**config.mk**
```make
export PLATFORM = sky130hd
export DESIGN_NAME = seven_seg_mux_n
export DESIGN_NICKNAME = d
export VERILOG_FILES = /design/src/rtl/seven_seg_mux_n.sv
export SDC_FILE = /design/constraint.sdc
export NUM_CORES = 1
export LEC_CHECK = 0
export BUFFER_PORTS_ARGS = -buffer_cell sky130_fd_sc_hd__buf_2
export CORE_ASPECT_RATIO = 0.9
export CORE_MARGIN = 2
export CORE_UTILIZATION = 60
export DETAILED_ROUTE_END_ITERATION = 10
export GPL_TIMING_DRIVEN = 0
export HOLD_SLACK_MARGIN = 0.08
export PLACE_DENSITY = 0.87
export SKIP_LAST_GASP = 1
export SLEW_MARGIN = 5
export SYNTH_ARGS = -nofsm -noshare
export SYNTH_HDL_FRONTEND = slang
export SYNTH_SLANG_ARGS = --single-unit
```
**constraint.sdc**
```tcl
create_clock -name clk -period 3.9 [get_ports clk]
set_input_delay 0.585 -clock clk [delete_from_list [all_inputs] [get_ports clk]]
set_output_delay 0.585 -clock clk [all_outputs]
set_load 0.1 [all_outputs]
```
**src/rtl/seven_seg_mux_n.sv**
```systemverilog
// Multiplexed DIGITS-digit common-anode seven-segment driver with a sequential
// double-dabble binary-to-BCD converter. Define SEVEN_SEG_LZB_EN to build leading-zero blanking.
module seven_seg_mux_n #(
  parameter int unsigned DIGITS      = 4,
  parameter int unsigned WIDTH       = 16,
  parameter int unsigned REFRESH_DIV = 50000
) (
  input  logic              clk,
  input  logic              rst,
  input  logic [WIDTH-1:0]  value,
  input  logic              load,
  input  logic              err,
  input  logic              blank_lz,
  input  logic [DIGITS-1:0] dp_mask,
  output logic [6:0]        seg,
  output logic              dp,
  output logic [DIGITS-1:0] an,
  output logic              busy,
  output logic              overflow
);

  localparam int unsigned BCD_W = 4 * DIGITS;
  localparam int unsigned SR_W  = BCD_W + WIDTH;
  localparam int unsigned CNT_W = $clog2(WIDTH + 1);
  localparam int unsigned REF_W = $clog2(REFRESH_DIV);
  localparam int unsigned SEL_W = (DIGITS > 1) ? $clog2(DIGITS) : 1;

  localparam logic [0:0] S_IDLE  = 1'b0;
  localparam logic [0:0] S_SHIFT = 1'b1;

  logic [0:0]        state_q, state_d;
  logic [SR_W-1:0]   sr_q, sr_d;
  logic [CNT_W-1:0]  cnt_q, cnt_d;
  logic              ovf_acc_q, ovf_acc_d;
  logic              pend_q, pend_d;
  logic [WIDTH-1:0]  pend_val_q, pend_val_d;
  logic [BCD_W-1:0]  disp_q, disp_d;
  logic              overflow_q, overflow_d;
  logic              busy_q, busy_d;
  logic [REF_W-1:0]  ref_q, ref_d;
  logic [SEL_W-1:0]  sel_q, sel_d;
  logic [6:0]        seg_q, seg_d;
  logic              dp_q, dp_d;
  logic [DIGITS-1:0] an_q, an_d;

  logic [SR_W-1:0]   sr_adj;
  logic [SR_W-1:0]   sr_shift;
  logic              shift_out;
  logic [3:0]        nib;
  logic              dp_bit;
  logic [DIGITS-1:0] sel_oh;
  logic              blank;

  function automatic logic [6:0] glyph(input logic [3:0] d);
    case (d)
      4'd0:    glyph = 7'b0000001;
      4'd1:    glyph = 7'b1001111;
      4'd2:    glyph = 7'b0010010;
      4'd3:    glyph = 7'b0000110;
      4'd4:    glyph = 7'b1001100;
      4'd5:    glyph = 7'b0100100;
      4'd6:    glyph = 7'b0100000;
      4'd7:    glyph = 7'b0001111;
      4'd8:    glyph = 7'b0000000;
      4'd9:    glyph = 7'b0000100;
      default: glyph = 7'b1111111;
    endcase
  endfunction

  // One double-dabble step: add-3 correction on every BCD nibble, then shift left.
  always_comb begin
    sr_adj = sr_q;
    for (int i = 0; i < int'(DIGITS); i++) begin
      if (sr_q[WIDTH + 4*i +: 4] >= 4'd5) begin
        sr_adj[WIDTH + 4*i +: 4] = sr_q[WIDTH + 4*i +: 4] + 4'd3;
      end
    end
    shift_out = sr_adj[SR_W-1];
    sr_shift  = {sr_adj[SR_W-2:0], 1'b0};
  end

  // Converter FSM with a single-entry pending request buffer.
  always_comb begin
    state_d    = state_q;
    sr_d       = sr_q;
    cnt_d      = cnt_q;
    ovf_acc_d  = ovf_acc_q;
    pend_d     = pend_q;
    pend_val_d = pend_val_q;
    disp_d     = disp_q;
    overflow_d = overflow_q;
    busy_d     = busy_q;
    case (state_q)
      S_IDLE: begin
        if (load) begin
          state_d   = S_SHIFT;
          sr_d      = {BCD_W'(0), value};
          cnt_d     = '0;
          ovf_acc_d = 1'b0;
          busy_d    = 1'b1;
        end
      end
      S_SHIFT: begin
        sr_d      = sr_shift;
        cnt_d     = cnt_q + CNT_W'(1);
        ovf_acc_d = ovf_acc_q | shift_out;
        if (cnt_q == CNT_W'(WIDTH - 1)) begin
          disp_d     = sr_shift[SR_W-1 -: BCD_W];
          overflow_d = ovf_acc_q | shift_out;
          if (load || pend_q) begin
            // A load on the completion edge is newer than any pending value.
            sr_d      = {BCD_W'(0), (load ? value : pend_val_q)};
            cnt_d     = '0;
            ovf_acc_d = 1'b0;
            pend_d    = 1'b0;
          end else begin
            state_d = S_IDLE;
            busy_d  = 1'b0;
          end
        end else if (load) begin
          pend_d     = 1'b1;
          pend_val_d = value;
        end
      end
      default: begin
        state_d = S_IDLE;
        busy_d  = 1'b0;
      end
    endcase
  end

  // Refresh timer and digit scan.
  always_comb begin
    ref_d = ref_q + REF_W'(1);
    sel_d = sel_q;
    if (ref_q == REF_W'(REFRESH_DIV - 1)) begin
      ref_d = '0;
      sel_d = (sel_q == SEL_W'(DIGITS - 1)) ? '0 : sel_q + SEL_W'(1);
    end
  end

  assign sel_oh = DIGITS'(1) << sel_q;

  always_comb begin
    nib    = 4'd0;
    dp_bit = 1'b0;
    for (int i = 0; i < int'(DIGITS); i++) begin
      if (sel_q == SEL_W'(i)) begin
        nib    = disp_q[4*i +: 4];
        dp_bit = dp_mask[i];
      end
    end
  end

`ifdef SEVEN_SEG_LZB_EN
  logic [DIGITS-1:0] lz;

  // lz[i]: digit i and every digit above it are zero.
  always_comb begin
    lz           = '0;
    lz[DIGITS-1] = (disp_q[BCD_W-1 -: 4] == 4'd0);
    for (int i = int'(DIGITS) - 2; i >= 0; i--) begin
      lz[i] = lz[i+1] && (disp_q[4*i +: 4] == 4'd0);
    end
  end

  assign blank = blank_lz && !err && !overflow_q && (sel_q != '0) && |(lz & sel_oh);
`else
  logic unused_blank_lz;
  assign unused_blank_lz = blank_lz;
  assign blank           = 1'b0;
`endif

  always_comb begin
    seg_d = glyph(nib);
    if (err) begin
      seg_d = 7'b0110000;
    end else if (overflow_q) begin
      seg_d = 7'b1111110;
    end else if (blank) begin
      seg_d = 7'b1111111;
    end
    dp_d = blank | ~dp_bit;
    an_d = ~sel_oh;
  end

  always_ff @(posedge clk or posedge rst) begin
    if (rst) begin
      state_q    <= S_IDLE;
      sr_q       <= '0;
      cnt_q      <= '0;
      ovf_acc_q  <= 1'b0;
      pend_q     <= 1'b0;
      pend_val_q <= '0;
      disp_q     <= '0;
      overflow_q <= 1'b0;
      busy_q     <= 1'b0;
      ref_q      <= '0;
      sel_q      <= '0;
      seg_q      <= 7'b1111111;
      dp_q       <= 1'b1;
      an_q       <= '1;
    end else begin
      state_q    <= state_d;
      sr_q       <= sr_d;
      cnt_q      <= cnt_d;
      ovf_acc_q  <= ovf_acc_d;
      pend_q     <= pend_d;
      pend_val_q <= pend_val_d;
      disp_q     <= disp_d;
      overflow_q <= overflow_d;
      busy_q     <= busy_d;
      ref_q      <= ref_d;
      sel_q      <= sel_d;
      seg_q      <= seg_d;
      dp_q       <= dp_d;
      an_q       <= an_d;
    end
  end

  assign seg      = seg_q;
  assign dp       = dp_q;
  assign an       = an_q;
  assign busy     = busy_q;
  assign overflow = overflow_q;

endmodule

```
==> metrics list <==
- The tree is rooted in a sky130_fd_sc_hd__clkbuf_8.
* Number of fill cells: 639
- Post-DP Area: 5730 um2
- Post-synthesis average cell area: 11.0 um2
- Classification of the worst-slack hold path: input port to asynchronous set/reset pin
- Dividing the detail-routed via count by the number of cells gives 5.98.
- Vias in the first global route: 4037
* Power per cell area: 693 nW/um2
- Buffer levels on the longest clock path: 2
- Number of search-and-repair iterations in the first detailed-routing pass: 5
- Clock sinks: 104
- Global-route wire length before repair: 18.8 mm
- Summing all non-filler instances in the final layout gives an area of 5950 um2.
* Final HPWL from detailed placement: 7.82 mm
- Maximum VDD drop: 0.000434 V
* Initial cell density of the core: 62.1%
- Post-synth net total: 534
- The routed design could run at a clock period as short as 2470 ps.
- Detailed-route wire length: 11.0 mm
- The cell family contributing the most delay on the critical path is compound AO/OA/AOI/OAI gates.
* Unrepaired setup endpoints after global routing: false
- Yosys reg bits: 104
* Placed cell count: 645
- Leading post-synthesis cells by cell area: sky130_fd_sc_hd__dfrtp_1, sky130_fd_sc_hd__mux2_2, sky130_fd_sc_hd__dfstp_2
- Initial antenna violation count: 0
- Avg WL per Cell: 16.7 um
- Die area: 9730 um2
- Num rows: 32
* Cell taking the most area after synthesis: sky130_fd_sc_hd__dfrtp_1
- Of the available clock period, the critical path in the final layout requires 63.2%.
- After the last flow step, the layout net total stands at 582.
- Slowest cell delay on critical path: 460 ps
* Maximum number of pins on one net before global-route repair: 62
* Max Cap Viol: 0
- Sequential element share of the synthesized area: 48.7%
- After synthesis, the largest area contributor takes up 42.9% of total cell area.
- The number of gates resized after CTS was 0.
* Register-to-register setup slack: 1430 ps
* Run status: finished, final reports clean
- For this run, design rule violations remaining after detail routing come to 0.
* Headroom to the max-slew limit: 44.8%
- Hold Vio Cnt, Final: 0
- At the pin with the least slew margin, the transition time is 825 ps.
* Worst setup SP type: flip-flop
- Number of warnings reported in the yosys synthesis log: 0
* I/O pins: 39
- After clock tree synthesis, the flow added hold-fix buffers numbering 0.
- Mapped Cells: 489
* Clock-pin transition on the worst setup and hold timing paths: 100 ps
- Nature of the critical path endpoint: flip-flop
- In this run the vertical extent of the chip is 93.8 um.
- Max Slew Vio Count: 0
- Layout area overhead: 10.7%
- Maximum clock frequency: 406 MHz
- Clock tree from TritonCTS: built
* Worst-case clock skew: 9.39 ps
* Worst Path Max Fanout: 10
- The worst setup path is of the flip-flop to flip-flop kind.
- Clock insertion delay at the later pin of the skew report: 370 ps
* Buffers inserted by post-CTS timing repair: 0
- Bufs and invs on worst path: 3
- Drt first-iter violations: 216
- In this run the number of H-tree levels came out at 3.
- Counting distinct cell types in the post-synthesis netlist gives 58.
* Async SR Flop Fraction: 100%
- Total inserted antenna cells: 0
- Commonest register cell after synthesis: sky130_fd_sc_hd__dfrtp_1
* Ordered cell list for the critical path: inv_1 > ha_1 > buf_2 > nand3b_1 > a221oi_4 > inv_1 > ha_1 > nor4b_1 > a311oi_1
* Total Routing Usage GR: 24.2%
- At the end of routability-driven placement, the weighted congestion stood at 0.821.
- The total overflow left after global routing is 0.
* Arrival time at the worst endpoint: 2740 ps
* Mapped Area: 5370 um2
- Die W: 104 um
* Vias post-DR: 3956
- Buffers inserted during clock tree synthesis total 9.
- The total area inside the core boundary comes to 8650 um2.
- Setup violations remaining at the end of the flow were counted as 0.
- For this design the static power due to leakage is 2.54 nW.
- sky130_fd_sc_hd__dfrtp_1 is the most common cell in the netlist.
- Once layout is complete, the cells apart from fillers number 661.
* Number of nets with antenna violations after detailed routing: 0
- For the worst setup path, the data required time is 4180 ps.
- Share of final-layout standard cells stronger than drive strength 1: 24.2%
- Port bufs: 36
- In the synthesized netlist, the cells that appear most often are sky130_fd_sc_hd__dfrtp_1, sky130_fd_sc_hd__mux2_2, sky130_fd_sc_hd__a21oi_1, sky130_fd_sc_hd__nand2_1, sky130_fd_sc_hd__o21ai_0.
- Critical-path top delay cell: sky130_fd_sc_hd__a221oi_4
- In this run, synthesis inferred 0 flip-flops with an integrated enable.
[metal layers]
metal / wire (um) / up-vias / global-route usage (%)
li1: - / 1865 / -
met1: 4780 / 1969 / 29.8
met2: 5620 / 106 / 42.3
met3: 443 / 16 / 5.55
met4: 160 / 0 / 8.45
met5: 0 / - / 0
[worst paths after layout]
check / startpoint / end / cells past startpoint
worst max register to register: sel_q[1] / seg[2] / 9
worst min-delay path: rst / sr_q[5] / 2
worst max-delay path: sel_q[1] / seg[2] / 9
max in group asynchronous: rst / seg[0] / 3
min in group clk: dp_mask[3] / dp / 2
worst min register to register: pend_val_q[7] / pend_val_q[7] / 1
[report_power, final]
group / switching [mW] / internal, mW
clock network: 0.369 / 0.361
logic: 1.03 / 0.666
registers: 0.258 / 1.44
[flip-flops by register name, summed over array words and instances, names as in the netlist]
register	count
sr_q	32
disp_q	16
pend_val_q	16
ref_q	16
seg	7
cnt_q	5
an	4
sel_q	2
busy	1
dp	1
overflow	1
ovf_acc_q	1
pend_q	1
state_q	1
[layout make-up]
| cell class | instances | area [um2] | share of cell area [%] |
|---|---|---|---|
| clock inverters | 7 | 93.8 | 1.58 |
| flip-flops and latches | 104 | 2620 | 44.0 |
| repair buffers | 37 | 208 | 3.49 |
| well taps | 119 | 149 | 2.50 |
| plain buffers | 22 | 119 | 2.00 |
| clock buffers | 9 | 124 | 2.08 |
| inverters | 24 | 92.6 | 1.56 |
| multi-input cells | 339 | 2540 | 42.8 |
[cell usage in the layout, fill, tap and decap left out, types with 6 or more instances in the layout]
cell type and count:
sky130_fd_sc_hd__clkbuf_8 9, sky130_fd_sc_hd__dfstp_2 12, sky130_fd_sc_hd__nand2b_1 6, sky130_fd_sc_hd__a211oi_1 20, sky130_fd_sc_hd__mux2_2 41, sky130_fd_sc_hd__ha_1 20
sky130_fd_sc_hd__nand2_1 32, sky130_fd_sc_hd__clkbuf_1 7, sky130_fd_sc_hd__xnor2_1 12, sky130_fd_sc_hd__inv_1 23, sky130_fd_sc_hd__o31ai_1 7, sky130_fd_sc_hd__a22o_1 6
sky130_fd_sc_hd__nor2b_1 18, sky130_fd_sc_hd__nand3_1 7, sky130_fd_sc_hd__nor2_1 20, sky130_fd_sc_hd__mux2i_1 16, sky130_fd_sc_hd__a21oi_1 35, sky130_fd_sc_hd__dfrtp_1 92
sky130_fd_sc_hd__o21ai_0 26, sky130_fd_sc_hd__buf_2 43, sky130_fd_sc_hd__nor3b_1 12
[cell families (layout without fill, tap and decap cells)]
| logic type | after synthesis | count (layout) | share of synthesized area, % |
|---|---|---|---|
| AND/OR/NAND/NOR | 122 | 122 | 12.9 |
| adder cells (fa/ha/maj) | 20 | 20 | 4.66 |
| AO/OA/AOI/OAI | 122 | 122 | 15.3 |
| buffers and inverters | 46 | 99 | 3.89 |
| XOR/XNOR | 17 | 17 | 2.77 |
| multiplexers | 58 | 58 | 11.8 |
| flip-flops | 104 | 104 | 48.7 |
[stage by stage]
stage	power [mW]	hold WS (ps)	utilization [%]	TNS [ps]	setup slack, ps
finish	4.12	264	68.8	0	1430
global route	4.38	305	68.8	0	1240
CTS	4.14	270	68.8	0	1450
detailed placement	3.40	471	66.3	0	1480
global placement	3.27	465	65.9	-45970	-504
floorplan	3.01	450	-	0	603
No activity file was read; power rests on OpenSTA's default activity.
